<file path="src/rtl/res4_serial_pkg.sv">
// res4_serial_pkg: shared definitions for the bit-serial subtractor.
//   RES_DEF_WIDTH : default operand width
//   state_e       : controller states (IDLE / RUN / DONE)
package res4_serial_pkg;

    localparam int RES_DEF_WIDTH = 4;

    typedef enum logic [1:0] {
        ST_IDLE = 2'd0,
        ST_RUN  = 2'd1,
        ST_DONE = 2'd2
    } state_e;

endpackage

</file>
<file path="src/rtl/res1.sv">
// res1: combinational 1-bit full subtractor, d = a - b - b_in.
//   d     : difference bit
//   b_out : borrow out (1 when a < b + b_in)
//   a     : minuend bit
//   b     : subtrahend bit
//   b_in  : borrow in
module res1 (
    output logic d,
    output logic b_out,
    input  logic a,
    input  logic b,
    input  logic b_in
);

    assign d     = a ^ b ^ b_in;
    // Borrow when a=0,b=1, or when a==b and a borrow is already pending.
    assign b_out = (~a & b) | (~(a ^ b) & b_in);

endmodule

</file>
<file path="src/rtl/res4_serial.sv">
// res4_serial: bit-serial subtractor D = A - B - b_in (mod 2^WIDTH), LSB first,
// one bit per clock through a single res1 cell.
//   clk, rst_n : clock (rising edge), asynchronous active-low reset
//   start      : request, accepted in IDLE or DONE
//   A, B, b_in : operands, captured on an accepted start
//   busy       : high while the serial run is in progress
//   done       : one-cycle pulse when D/b_out are updated
//   D, b_out   : registered difference and borrow-out
module res4_serial
    import res4_serial_pkg::*;
#(
    parameter int WIDTH = RES_DEF_WIDTH
) (
    input  logic             clk,
    input  logic             rst_n,
    input  logic             start,
    input  logic [WIDTH-1:0] A,
    input  logic [WIDTH-1:0] B,
    input  logic             b_in,
    output logic             busy,
    output logic             done,
    output logic [WIDTH-1:0] D,
    output logic             b_out
);

    localparam int CW = (WIDTH > 1) ? $clog2(WIDTH) : 1;

    state_e           state_q, state_d;
    logic [WIDTH-1:0] a_sh_q, a_sh_d;
    logic [WIDTH-1:0] b_sh_q, b_sh_d;
    logic [WIDTH-1:0] d_sh_q, d_sh_d;
    logic [CW-1:0]    cnt_q, cnt_d;
    logic             br_q, br_d;
    logic [WIDTH-1:0] d_q, d_d;
    logic             b_out_q, b_out_d;
    logic             busy_q, busy_d;
    logic             done_q, done_d;

    logic cell_d, cell_bo;

    res1 u_res1 (
        .d     (cell_d),
        .b_out (cell_bo),
        .a     (a_sh_q[0]),
        .b     (b_sh_q[0]),
        .b_in  (br_q)
    );

    always_comb begin
        state_d = state_q;
        a_sh_d  = a_sh_q;
        b_sh_d  = b_sh_q;
        d_sh_d  = d_sh_q;
        cnt_d   = cnt_q;
        br_d    = br_q;
        d_d     = d_q;
        b_out_d = b_out_q;
        unique case (state_q)
            ST_IDLE, ST_DONE: begin
                if (start) begin
                    state_d = ST_RUN;
                    a_sh_d  = A;
                    b_sh_d  = B;
                    br_d    = b_in;
                    cnt_d   = CW'(WIDTH - 1);
                end else begin
                    state_d = ST_IDLE;
                end
            end
            ST_RUN: begin
                a_sh_d = a_sh_q >> 1;
                b_sh_d = b_sh_q >> 1;
                d_sh_d = {cell_d, d_sh_q[WIDTH-1:1]};
                br_d   = cell_bo;
                cnt_d  = cnt_q - CW'(1);
                if (cnt_q == '0) begin
                    // Last bit: publish the shift register including this bit.
                    d_d     = d_sh_d;
                    b_out_d = cell_bo;
                    state_d = ST_DONE;
                end
            end
            default: state_d = ST_IDLE;
        endcase
        // Flags follow the next state so they are registered alongside it.
        busy_d = (state_d == ST_RUN);
        done_d = (state_d == ST_DONE);
    end

    always_ff @(posedge clk or negedge rst_n) begin
        if (!rst_n) begin
            state_q <= ST_IDLE;
            a_sh_q  <= '0;
            b_sh_q  <= '0;
            d_sh_q  <= '0;
            cnt_q   <= '0;
            br_q    <= 1'b0;
            d_q     <= '0;
            b_out_q <= 1'b0;
            busy_q  <= 1'b0;
            done_q  <= 1'b0;
        end else begin
            state_q <= state_d;
            a_sh_q  <= a_sh_d;
            b_sh_q  <= b_sh_d;
            d_sh_q  <= d_sh_d;
            cnt_q   <= cnt_d;
            br_q    <= br_d;
            d_q     <= d_d;
            b_out_q <= b_out_d;
            busy_q  <= busy_d;
            done_q  <= done_d;
        end
    end

    assign busy  = busy_q;
    assign done  = done_q;
    assign D     = d_q;
    assign b_out = b_out_q;

endmodule

</file>
<file path="config.mk">
export PLATFORM = sky130hd
export DESIGN_NAME = res4_serial
export DESIGN_NICKNAME = d
export VERILOG_FILES = /design/src/rtl/res4_serial_pkg.sv /design/src/rtl/res1.sv /design/src/rtl/res4_serial.sv
export SDC_FILE = /design/constraint.sdc
export NUM_CORES = 1
export LEC_CHECK = 0
export ABC_AREA = 0
export ABC_CLOCK_PERIOD_IN_PS = 1900
export CAP_MARGIN = 20
export CORE_AREA = 2 2 49 51
export DETAILED_ROUTE_END_ITERATION = 8
export DIE_AREA = 0 0 51 53
export PLACE_DENSITY = 0.82
export SKIP_CTS_REPAIR_TIMING = 1
export SLEW_MARGIN = 20
export SYNTH_ARGS = -nofsm -noshare
export SYNTH_HDL_FRONTEND = slang
export SYNTH_SLANG_ARGS = --single-unit
</file>
<file path="constraint.sdc">
create_clock -name clk -period 1.9 [get_ports clk]
set_input_delay 0.57 -clock clk [delete_from_list [all_inputs] [get_ports clk]]
set_output_delay 0.57 -clock clk [all_outputs]
set_load 0.05 [all_outputs]
</file>
==> summary.md <==
| Metric | Value |
|---|---|
| Outcome | finished, final reports clean |
| Tot Pwr | 2.32 mW |
| Post-route ant nets | 0 |
| Final hold slack | 0.502 ns |
| Fmax | 0.671 GHz |
| P_sw | 0.953 mW |
| Area occupied by multi-input gates | 477 um2 |
| Number of global-route vias before repair | 721 |
| TritonRoute pass-1 iters | 1 |
| Layout cell share with drive strength beyond 1 | 0.248 |
| Sw frac | 0.411 |
| Place WS | 0.165 ns |
| Drt via density | 5.30 |
| Max VDD drop | 0.842 mV |
| Placed Instances | 137 |
| Clk sinks | 23 |
| Critical path type | flip-flop to primary output |
| Fin cells | 141 |
| Largest net degree at the start of global routing | 24 |
| Final WS setup | 0.410 ns |
| P_int | 1.37 mW |
| Post-Route WL | 1800 um |
| Core Box Area | 0.00215 mm2 |
| Synth area leader | dfrtp_1 |
| Syn Area/Cell | 12.3 um2 |
| Final instance area | 0.00134 mm2 |
| Cell family contributing the most delay on the critical path | flip-flops |
| FF+latch area | 576 um2 |
| Critical Path RT | 1.33 ns |
| Worst slew margin | 0.715 |
| Fin. Hold Viols | 0 |
| Post-detailed-route wirelength per cell | 12.7 um |
| Setup TNS | 0 ns |
| PortBufs | 18 |
| PwrDens | 1730 mW/mm2 |
| Chip Width | 51 um |
| Worst Tran Pin Value | 0.427 ns |
| Fillers | 179 |
| Clk Latency, worst-skew pair | 0.32 ns |
| Die area | 0.00270 mm2 |
| Root Buffer | clkbuf_4 |
| Clk buf depth | 2 |
| Clk_skew | 0.0144 ns |
| Area growth syn-to-layout | 17.9% |
| CTS tree | built |
| Most common cell in the netlist | dfrtp_1 |
| Max-Cap Viols | 0 |
| I/O pin count | 19 |
| Post-synth top area share | 0.507 |
| Placement-stage cell area | 0.00131 mm2 |
| Crit-path max FO | 2 |
| Synthesized flop and latch total | 23 |
| Main synth FF type | dfrtp_1 |
| CP max stage cell | dfrtp_1 |
| Placer Congestion | 0.704 |
| Static leakage | 0.621 nW |
| H-tree depth | 1 |
| ANT cells | 0 |
| Final Core Density | 0.623 |
| Setup crit end kind | primary output |
| Share of power burned in combinational logic | 0.506 |
| Die Span Y | 53 um |
| CTS clock-pin slew for the worst setup and hold paths | 0.14 ns |
| Vias after detailed routing | 747 |
| DP HPWL | 1340 um |
| Max incr delay on CP | 0.41 ns |
| Largest cells by area after synthesis | dfrtp_1 51%, mux2i_1 7.1%, mux2_2 6.0% |
| Tot GR Track Use | 0.156 |
| YS warnings | 0 |
| Initial Utilization | 0.528 |
| EDFF count, synth | 0 |
| First DRT Iteration DRCs | 0 |
| Asr flop ratio synth | 1.00 |
| Distinct cells, synth | 23 |
| Sequential share of the synthesized area | 0.507 |
| Post-synth net total | 106 |
| Unrepaired setup endpoints after global routing | false |
| GRT overflow | 0 |
| Synth Cell Area | 0.00113 mm2 |
| Synth Instances | 92 |
| Pins over their slew limit | 0 |
| Global-route wire length before repair | 3110 um |
| Clk pwr share | 0.099 |
| Arrival time at the worst endpoint | 0.92 ns |
| # setup viols final | 0 |
| Top post-synthesis cells by count | 23 x dfrtp_1, 10 x a21oi_1, 8 x mux2i_1 |
| Type of origin of the critical path | flip-flop |
| Final period util | 0.784 |
| Initial antenna violation count | 0 |
| Layout Nets | 128 |
| Worst hold path type | flip-flop to flip-flop |
| FP Rows | 17 |
| Crit-path cells | buf_4 |
| Sequential cell fraction of total power | 0.395 |
| Worst Path Buf+Inv | 1 |
| Post-layout min period | 1.49 ns |
| CTS buffer count | 3 |
| Number of remaining DRC errors | 0 |
[final timing paths]
path                            from         end  slack (ns)  cells past startpoint
min reg2reg                    b_out       b_out        0.50                      2
min in group asynchronous      rst_n   d_sh_q[2]        0.59                      2
max reg2reg                b_sh_q[0]        br_q        0.53                      4
max                             D[2]        D[2]        0.41                      1
max in group asynchronous      rst_n  state_q[0]        1.07                      2
min                            b_out       b_out        0.50                      2
[cells in the final DEF (no fill, tap or decap), drive strengths merged]
cell type / Yosys / layout
dfrtp: 23 / 23
nor2: 2 / 2
nand2b: 1 / 1
xor2: 1 / 1
clkdlybuf4s50: 0 / 11
mux2: 10 / 10
clkbuf: 1 / 3
nor3: 2 / 2
inv: 6 / 6
mux2i: 8 / 8
and2b: 1 / 1
nand2: 1 / 1
nand3: 2 / 2
nor2b: 6 / 6
fa: 1 / 1
buf: 5 / 12
a21oi: 10 / 10
nand3b: 1 / 1
a211oi: 7 / 7
clkinv: 0 / 1
o21ai: 3 / 3
ha: 1 / 1
[power groups by stage]
stage	clock, mW	combinational (mW)	sequential (mW)
finish	0.230	1.17	0.916
floorplan	0	0.760	1.10
CTS	0.239	1.19	0.920
global placement	0	1.14	0.914
detailed placement	0	1.19	0.932
global route	0.249	1.29	0.946
[cells by family after synthesis]
| logic type | share of synthesized area |
|---|---|
| flops | 0.507 |
| compound gates | 0.104 |
| mux | 0.183 |
| simple gates | 0.0970 |
| buf+inv | 0.0728 |
| fa+ha+maj | 0.0287 |
| xor+xnor | 0.00772 |
[sequential cells by signal, summed over array words and instances, names as in the netlist]
| register | count |
|---|---|
| D | 4 |
| a_sh_q | 4 |
| b_sh_q | 4 |
| d_sh_q | 3 |
| cnt_q | 2 |
| state_q | 2 |
| b_out | 1 |
| br_q | 1 |
| busy | 1 |
| done | 1 |
[per-layer routing]
metal | vias to the layer above | global-route usage | routed length (um) | share of wire
li1 | 364 | - | - | -
met1 | 363 | 0.190 | 816 | 0.45
met2 | 18 | 0.273 | 881 | 0.49
met3 | 2 | 0.0254 | 78 | 0.043
met4 | 0 | 0.0676 | 20 | 0.011
met5 | - | 0 | 0 | 0
[final cells by class]
| class | count | area share |
|---|---|---|
| Clock buffer | 3 | 0.0168 |
| Clock inverter | 1 | 0.00374 |
| Inverter | 6 | 0.0168 |
| Multi-Input combinational cell | 57 | 0.356 |
| Sequential cell | 23 | 0.430 |
| Tap cell | 28 | 0.0262 |
| Timing Repair Buffer | 23 | 0.150 |
No activity file was read; power rests on OpenSTA's default activity.
